## src/rtl/paridade_pkg.sv

```systemverilog
// Shared types and helpers for the frame parity generator.
//   estado_t  : frame FSM states (IDLE, ACC, HOLD)
//   calc_cw   : width of a counter that can hold 0..MAX_WORDS
//   PAR_EVEN / PAR_ODD : parity mode encodings (also the XOR mask applied to acc)
package paridade_pkg;

    typedef enum logic [1:0] {
        IDLE = 2'd0,
        ACC  = 2'd1,
        HOLD = 2'd2
    } estado_t;

    localparam logic PAR_EVEN = 1'b0;
    localparam logic PAR_ODD  = 1'b1;

    function automatic int calc_cw(input int max_words);
        return $clog2(max_words + 1);
    endfunction

endpackage

```

## src/rtl/paridade_palavra.sv

```systemverilog
// Combinational XOR reduction of one data word.
//   data   : WIDTH-bit word
//   parity : XOR of all bits of data (1 when the word has an odd number of ones)
module paridade_palavra #(
    parameter int WIDTH = 8
) (
    input  logic [WIDTH-1:0] data,
    output logic             parity
);

    assign parity = ^data;

endmodule

```

## src/rtl/gerador_paridade_quadro.sv

```systemverilog
// Frame parity generator: accumulates the parity of a frame of WIDTH-bit
// words received on a valid/ready stream and emits one parity bit per frame,
// even or odd as selected by odd_mode on the frame's first beat.
// A frame closes on in_last or when MAX_WORDS words have been accepted.
//
// Ports:
//   clk, rst_n            : clock (rising edge), asynchronous active-low reset
//   in_valid/in_ready     : input word handshake
//   in_data, in_last      : word and end-of-frame marker
//   odd_mode              : 0 even / 1 odd parity, sampled on the first beat
//   out_valid/out_ready   : result handshake
//   out_parity            : frame parity bit
//   out_count             : words in the frame
//   out_ovf               : frame closed by MAX_WORDS without in_last
//   in_par, out_err       : only with PARIDADE_CHECK_EN defined; out_err is
//                           the received parity bit XOR the computed one
//
// Optional feature macro: PARIDADE_CHECK_EN
module gerador_paridade_quadro
    import paridade_pkg::*;
#(
    parameter int WIDTH     = 8,
    parameter int MAX_WORDS = 16,
    parameter int CW        = calc_cw(MAX_WORDS)
) (
    input  logic             clk,
    input  logic             rst_n,
    input  logic             in_valid,
    output logic             in_ready,
    input  logic [WIDTH-1:0] in_data,
    input  logic             in_last,
    input  logic             odd_mode,
    output logic             out_valid,
    input  logic             out_ready,
    output logic             out_parity,
    output logic [CW-1:0]    out_count,
    output logic             out_ovf
`ifdef PARIDADE_CHECK_EN
   ,input  logic             in_par,
    output logic             out_err
`endif
);

    localparam logic [CW-1:0] MAXC = CW'(MAX_WORDS);

    estado_t        st;
    logic           acc;
    logic [CW-1:0]  cnt;
    logic           odd_r;

    logic           word_par;
    logic           beat;
    logic           first;
    logic           acc_n;
    logic [CW-1:0]  cnt_n;
    logic           odd_n;
    logic           par_n;
    logic           close;

    paridade_palavra #(.WIDTH(WIDTH)) u_palavra (
        .data   (in_data),
        .parity (word_par)
    );

    // Next-state values for the beat being accepted this cycle. On the first
    // beat the accumulator and mode load fresh instead of using old state.
    always_comb begin
        beat  = in_valid && in_ready;
        first = (st == IDLE);
        acc_n = first ? word_par : (acc ^ word_par);
        cnt_n = first ? CW'(1) : ((cnt == MAXC) ? cnt : cnt + CW'(1));
        odd_n = first ? odd_mode : odd_r;
        par_n = acc_n ^ odd_n;
        close = in_last || (cnt_n == MAXC);
    end

    always_ff @(posedge clk or negedge rst_n) begin
        if (!rst_n) begin
            st         <= IDLE;
            acc        <= 1'b0;
            cnt        <= '0;
            odd_r      <= PAR_EVEN;
            in_ready   <= 1'b0;
            out_valid  <= 1'b0;
            out_parity <= 1'b0;
            out_count  <= '0;
            out_ovf    <= 1'b0;
`ifdef PARIDADE_CHECK_EN
            out_err    <= 1'b0;
`endif
        end else begin
            case (st)
                IDLE, ACC: begin
                    // in_ready comes up here on the first edge after reset
                    in_ready <= 1'b1;
                    if (beat) begin
                        acc   <= acc_n;
                        cnt   <= cnt_n;
                        odd_r <= odd_n;
                        if (close) begin
                            st         <= HOLD;
                            in_ready   <= 1'b0;
                            out_valid  <= 1'b1;
                            out_parity <= par_n;
                            out_count  <= cnt_n;
                            // in_last on the MAX_WORDS-th word is a normal close
                            out_ovf    <= ~in_last;
`ifdef PARIDADE_CHECK_EN
                            out_err    <= in_par ^ par_n;
`endif
                        end else begin
                            st <= ACC;
                        end
                    end
                end
                HOLD: begin
                    if (out_ready) begin
                        st         <= IDLE;
                        in_ready   <= 1'b1;
                        out_valid  <= 1'b0;
                        acc        <= 1'b0;
                        cnt        <= '0;
                        out_parity <= 1'b0;
                        out_count  <= '0;
                        out_ovf    <= 1'b0;
`ifdef PARIDADE_CHECK_EN
                        out_err    <= 1'b0;
`endif
                    end
                end
                default: st <= IDLE;
            endcase
        end
    end

endmodule

```

## config.mk

```make
export PLATFORM = sky130hd
export DESIGN_NAME = gerador_paridade_quadro
export DESIGN_NICKNAME = d
export VERILOG_FILES = /design/src/rtl/paridade_pkg.sv /design/src/rtl/paridade_palavra.sv /design/src/rtl/gerador_paridade_quadro.sv
export SDC_FILE = /design/constraint.sdc
export NUM_CORES = 1
export LEC_CHECK = 0
export ABC_AREA = 1
export CORE_MARGIN = 5
export CORE_UTILIZATION = 54
export DETAILED_ROUTE_END_ITERATION = 16
export PLACE_DENSITY = 0.86
export REMOVE_ABC_BUFFERS = 1
export SKIP_CTS_REPAIR_TIMING = 1
export SLEW_MARGIN = 10
export SYNTH_ARGS = -nofsm -noshare
export SYNTH_HDL_FRONTEND = slang
export SYNTH_SLANG_ARGS = --single-unit
export TNS_END_PERCENT = 100
```

## constraint.sdc

```tcl
create_clock -name clk -period 2.4 [get_ports clk]
set_input_delay 0.36 -clock clk [delete_from_list [all_inputs] [get_ports clk]]
set_output_delay 0.36 -clock clk [all_outputs]
set_load 0.02 [all_outputs]
```

# Yosys cells after proc, flatten, opt, wreduce, memory -nomap -nowiden
# Index checks and enable logic that the tools add are counted.
[op_classes]
add_sub_neg = 1
n_mul = 0
div_mod_pow = 0
n_lt_le_gt_ge = 0
n_eq_ne = 7
shift = 0
n_mux = 30
bitwise_logic = 3
n_reduce_logical = 11
[op_table]
columns = ["op", "count"]
rows = [
  ["5-bit two-way mux", 6],
  ["5-bit case mux with 2 select lines", 2],
  ["1-bit two-way mux", 13],
  ["5-bit == test, second input constant", 2],
  ["1-bit case mux with 2 select lines", 5],
  ["8-bit XOR reduction", 1],
  ["2-bit two-way mux", 3],
  ["2-bit != test, second input constant", 3],
  ["2-bit AND reduction", 3],
  ["5-bit by 1-bit adder with 5-bit output, second input constant", 1],
  ["2-bit case mux with 2 select lines", 1],
  ["4-bit AND reduction", 1],
  ["3-bit AND reduction", 1],
  ["2-bit by 1-bit == test with 1-bit output, second input constant", 1],
  ["2-bit == test, second input constant", 1],
  ["2-bit zero test", 1],
  ["2-bit nonzero test", 1],
  ["2-bit OR reduction", 1],
  ["1-bit XOR", 2],
  ["1-bit logical AND", 1],
  ["1-bit logical OR", 1],
  ["1-bit inverter", 1],
]
[word_totals]
regBits = 18
latch_bits = 0
ramBits = 0
rom_bits = 0
elab_cells = 61
n_memories = 0

# Longest topological paths before layout
[logic_depth]
depth_word = 8
depth_mapped = 13
mapped_depth_nobuf = 13

# By module
# A second synthesis with hierarchy kept.
[hier_totals]
cells_unflattened = 169
hier_area_um2 = 1156.1
[by_module_without_submodules]
columns = ["module", "n_inst", "cells_per_inst", "area_each_um2"]
rows = [
  ["gerador_paridade_quadro", 1, 122, 979.7],
  ["paridade_palavra", 1, 47, 176.4],
]

# Worst setup path before layout
# Ideal clock, no wire load.
[synth_path]
kind = "reg2reg"
from = "register cnt[0]"
to = "register out_parity"
arrival_ns = 1.367
setup_slack_ns = 0.915
path_stages_with_launch = 14
path_buffers = 0
synth_period_minus_slack_ns = 1.485
cell_sequence = "dfrtp_1 > inv_1 > ha_1 > nand2_1 > inv_1 > nand2_1 > nand2_1 > nand3_2 > nor2_2 > nand2_2 > nand3_4 > nand2_4 > nand2_1 > nand2_1"
[synth_between]
elab_chain_cells = 7
elab_cells_between_ends = 8
classes_between = "add/sub (1); eq/ne (3); mux (2); reduce/logical (2)"
[synth_lines]
columns = ["element", "line_no", "source"]
rows = [
  ["start, declared", "gerador_paridade_quadro.sv:48", "logic [CW-1:0] cnt;"],
  ["start signal, assigned", "gerador_paridade_quadro.sv:98", "cnt <= cnt_n;"],
  ["5-bit by 1-bit adder with 5-bit output / 5-bit == test (equally long branches)", "gerador_paridade_quadro.sv:71", "cnt_n = first ? CW'(1) : ((cnt == MAXC) ? cnt : cnt + CW'(1));"],
  ["5-bit two-way mux * (2 in series)", "gerador_paridade_quadro.sv:71", ""],
  ["5-bit == test *", "gerador_paridade_quadro.sv:74", "close = in_last || (cnt_n == MAXC);"],
  ["1-bit logical OR *", "gerador_paridade_quadro.sv:74", ""],
  ["2-bit != test (no source line) *", "--", ""],
  ["4-bit AND reduction (no source line) *", "--", ""],
  ["end signal, assigned", "gerador_paridade_quadro.sv:104", "out_parity <= par_n;"],
  ["end, declared", "gerador_paridade_quadro.sv:35", "output logic out_parity,"],
]
# Mark *: on every way between the ends. The rest lies on a longest branch, timed or not.
# A chain may end at the register's enable or synchronous reset.

# Worst setup path after layout
# Ends and elaborated chain as after synthesis.

==> qor.txt <==
outcome: completed
clk buf depth: 2
Via density: 5.09
Seq/Total Area, Yosys: 39.0%
M2 GR Usage: 31.1%
clock sinks: 18
Layout Cells excl Fill: 219
hold crit path type: flop to flop
CP top delay family: simple AND/OR/NAND/NOR gates
crit path DAT: 1940 ps
Final Max Tran Viols: 0
first-pass GRT wire length: 4.23 mm
Area Overhead vs Synth: 24.2%
Cell Area, Synth: 0.00115 mm2
fin crit share: 72.9%
CTS buffer count: 3
met3 Use GR: 2.09%
PD cells: 1050 mW/mm2
row cnt: 16
Initial Util: 57.7%
Leak: 0.775 nW
antenna viol nets, final: 0
Die ar.: 0.00316 mm2
pre-CTS setup slack: 471 ps
Yosys warning total: 0
H-tree level count: 1
GRT Overall Usage: 16.9%
Worst VDD drop: 0.632 mV
endpoints failing setup: 0
Finished Cell Area: 0.00143 mm2
clock latency on the worst-skew pair: 300 ps
DRC Markers: 0
Critical Path RT: 2590 ps
Max Cap Viol: 0
critical path type: flop to flop
crit path launch type: flop
f_max: 571 MHz
worst slew pin tran: 810 ps
initial DRC count: 20
syn_area_per_cell: 6.92 um2
slowest cell delay on critical path: 430 ps
drt pass-1 iters: 4
Final nets: 209
most frequent cells in the layout: 73 x nand2_1, 23 x inv_1, 22 x clkdlybuf4s50_1
RSZ-0062 raised after global routing: false
DR vias: 1115
final WL: 2.59 mm
final hold vios: 0
Die X: 56.2 um
clk slew on worst S/H paths: 100 ps
Placed Cells: 215
IO Pins: 23
GRT overflow: 0
skew final: 1.15 ps
Cell Chain, Critical Path: inv_1 > ha_1 > nand2_1 > inv_1 > nand2_1 > nand2_1 > nand3_2 > nor2_2 > nand2_2 > nand3_4 > nand2_4 > nand2_1 > nand2_1
unique cell type count in the Yosys netlist: 27
GR peak layer: met2
worst-path maximum fanout: 9
flops & latches, synth: 18
Die Ht: 56.2 um
commonest non-fill, non-tap cell in the layout: nand2_1
initial antenna violation count: 0
Max-slew headroom: 45.8%
vias in the first global route: 1051
Crit path top cell by count: nand2_1
post-layout min period: 1750 ps
CP max-delay cell: dfrtp_1
routability congestion estimate: 0.853
# diodes: 0
PortBufs: 22
Placed Area: 0.00140 mm2
Setup TNS: 0 ps
Post-DP HPWL: 2.10 mm
fraction of layout cells with a size suffix above 1: 9.38%
worst path bufs/invs: 2
setup ws final: 650 ps
CP endpoint kind: flop
Post-Syn Instances: 167
core area: 0.00200 mm2
Avg WL per Cell: 11.8 um
CTS tree: yes
grt met1 use: 17.5%
clock tree root driver cell: clkbuf_4
largest net degree at the start of global routing: 19
-- worst register-to-register path, cell delays in order (launching register included) --
cell,delay [ps]
dfrtp_1,430
inv_1,120
ha_1,160
nand2_1,60
inv_1,70
nand2_1,90
nand2_1,100
nand3_2,80
nor2_2,100
nand2_2,80
nand3_4,120
nand2_4,100
nand2_1,80
nand2_1,70
-- through the flow --
| step | total power [mW] | hold slack (ps) | utilization, % |
|---|---|---|---|
| 2_1_floorplan | 1.04 | 64.4 | - |
| 3_3_place_gp | 1.27 | 456 | 69.8 |
| 3_5_place_dp | 1.32 | 461 | 69.8 |
| 4_1_cts | 1.51 | 486 | 71.6 |
| 5_1_grt | 1.61 | 506 | 71.6 |
| 6_report | 1.50 | 483 | 71.6 |
-- routing by layer --
| metal | wire length, um | part of all wire, % |
|---|---|---|
| met5 | 0 | 0 |
| met4 | 58 | 2.2 |
| met2 | 1380 | 53 |
| met3 | 106 | 4.1 |
| met1 | 1050 | 41 |
-- synthesized netlist by cell type --
cell type  instances  area [um2]
nand3_4            1        17.5
o22ai_1            3        18.8
nand4_1            2        12.5
inv_4              1        6.26
nand3_1           12        60.1
ha_1               2        25.0
nand3b_1           1        7.51
inv_1             23        86.3
a22oi_1            1        7.51
nor2_1             9        33.8
dfrtp_1           18         450
nand3_2            1        10.0
buf_6              1        11.3
a21oi_1            1        5.00
nor2_4             1        11.3
mux2_1             1        11.3
nand2_1           73         274
o21ai_2            1        8.76
xor2_1             1        8.76
nand2_2            2        12.5
o21ai_1            2        10.0
nand2_4            1        11.3
nor2_2             4        25.0
inv_2              2        7.51
o31ai_1            1        7.51
or2_1              1        6.26
o32ai_1            1        8.76
-- final cells by class --
| type | count | area [um2] |
|---|---|---|
| sequential | 18 | 450 |
| fill | 169 | 568 |
| clock buffer | 4 | 36.3 |
| tap | 27 | 33.8 |
| inverter | 26 | 100 |
| multi-input combinational | 122 | 593 |
| timing repair buffer | 22 | 220 |
-- power breakdown --
group	switching, mW	internal [mW]	total [mW]
Combinational	0.487	0.309	0.796
Clock	0.0939	0.0926	0.186
Sequential	0.103	0.417	0.520
Total	0.685	0.818	1.50
-- path summary, 6_finish.rpt --
kind	start	to	slack (ps)	cells after the start
worst min register to register	out_ovf	out_ovf	480	2
worst max register to register	cnt[0]	out_parity	650	13
min in group asynchronous	rst_n	acc	520	1
worst max-delay path	cnt[0]	out_parity	650	13
worst min-delay path	out_ovf	out_ovf	480	2
max in group asynchronous	rst_n	st[1]	1380	1
-- sequential cells by signal (all words and copies together), names as in the netlist --
| name | cells |
|---|---|
| acc | 1 |
| cnt | 5 |
| in_ready | 1 |
| odd_r | 1 |
| out_count | 5 |
| out_ovf | 1 |
| out_parity | 1 |
| out_valid | 1 |
| st | 2 |
-- cell families (layout without fill, tap and decap cells) --
| family | count (synthesis) | in the layout | synth area share, % |
|---|---|---|---|
| multiplexers | 1 | 1 | 0.975 |
| AND/OR/NAND/NOR | 108 | 108 | 41.7 |
| AO/OA/AOI/OAI | 10 | 10 | 5.74 |
| flip-flops | 18 | 18 | 39.0 |
| buffers and inverters | 27 | 52 | 9.64 |
| XOR/XNOR | 1 | 1 | 0.759 |
| adder cells (fa/ha/maj) | 2 | 2 | 2.17 |
(Power assumes the default switching activity.)
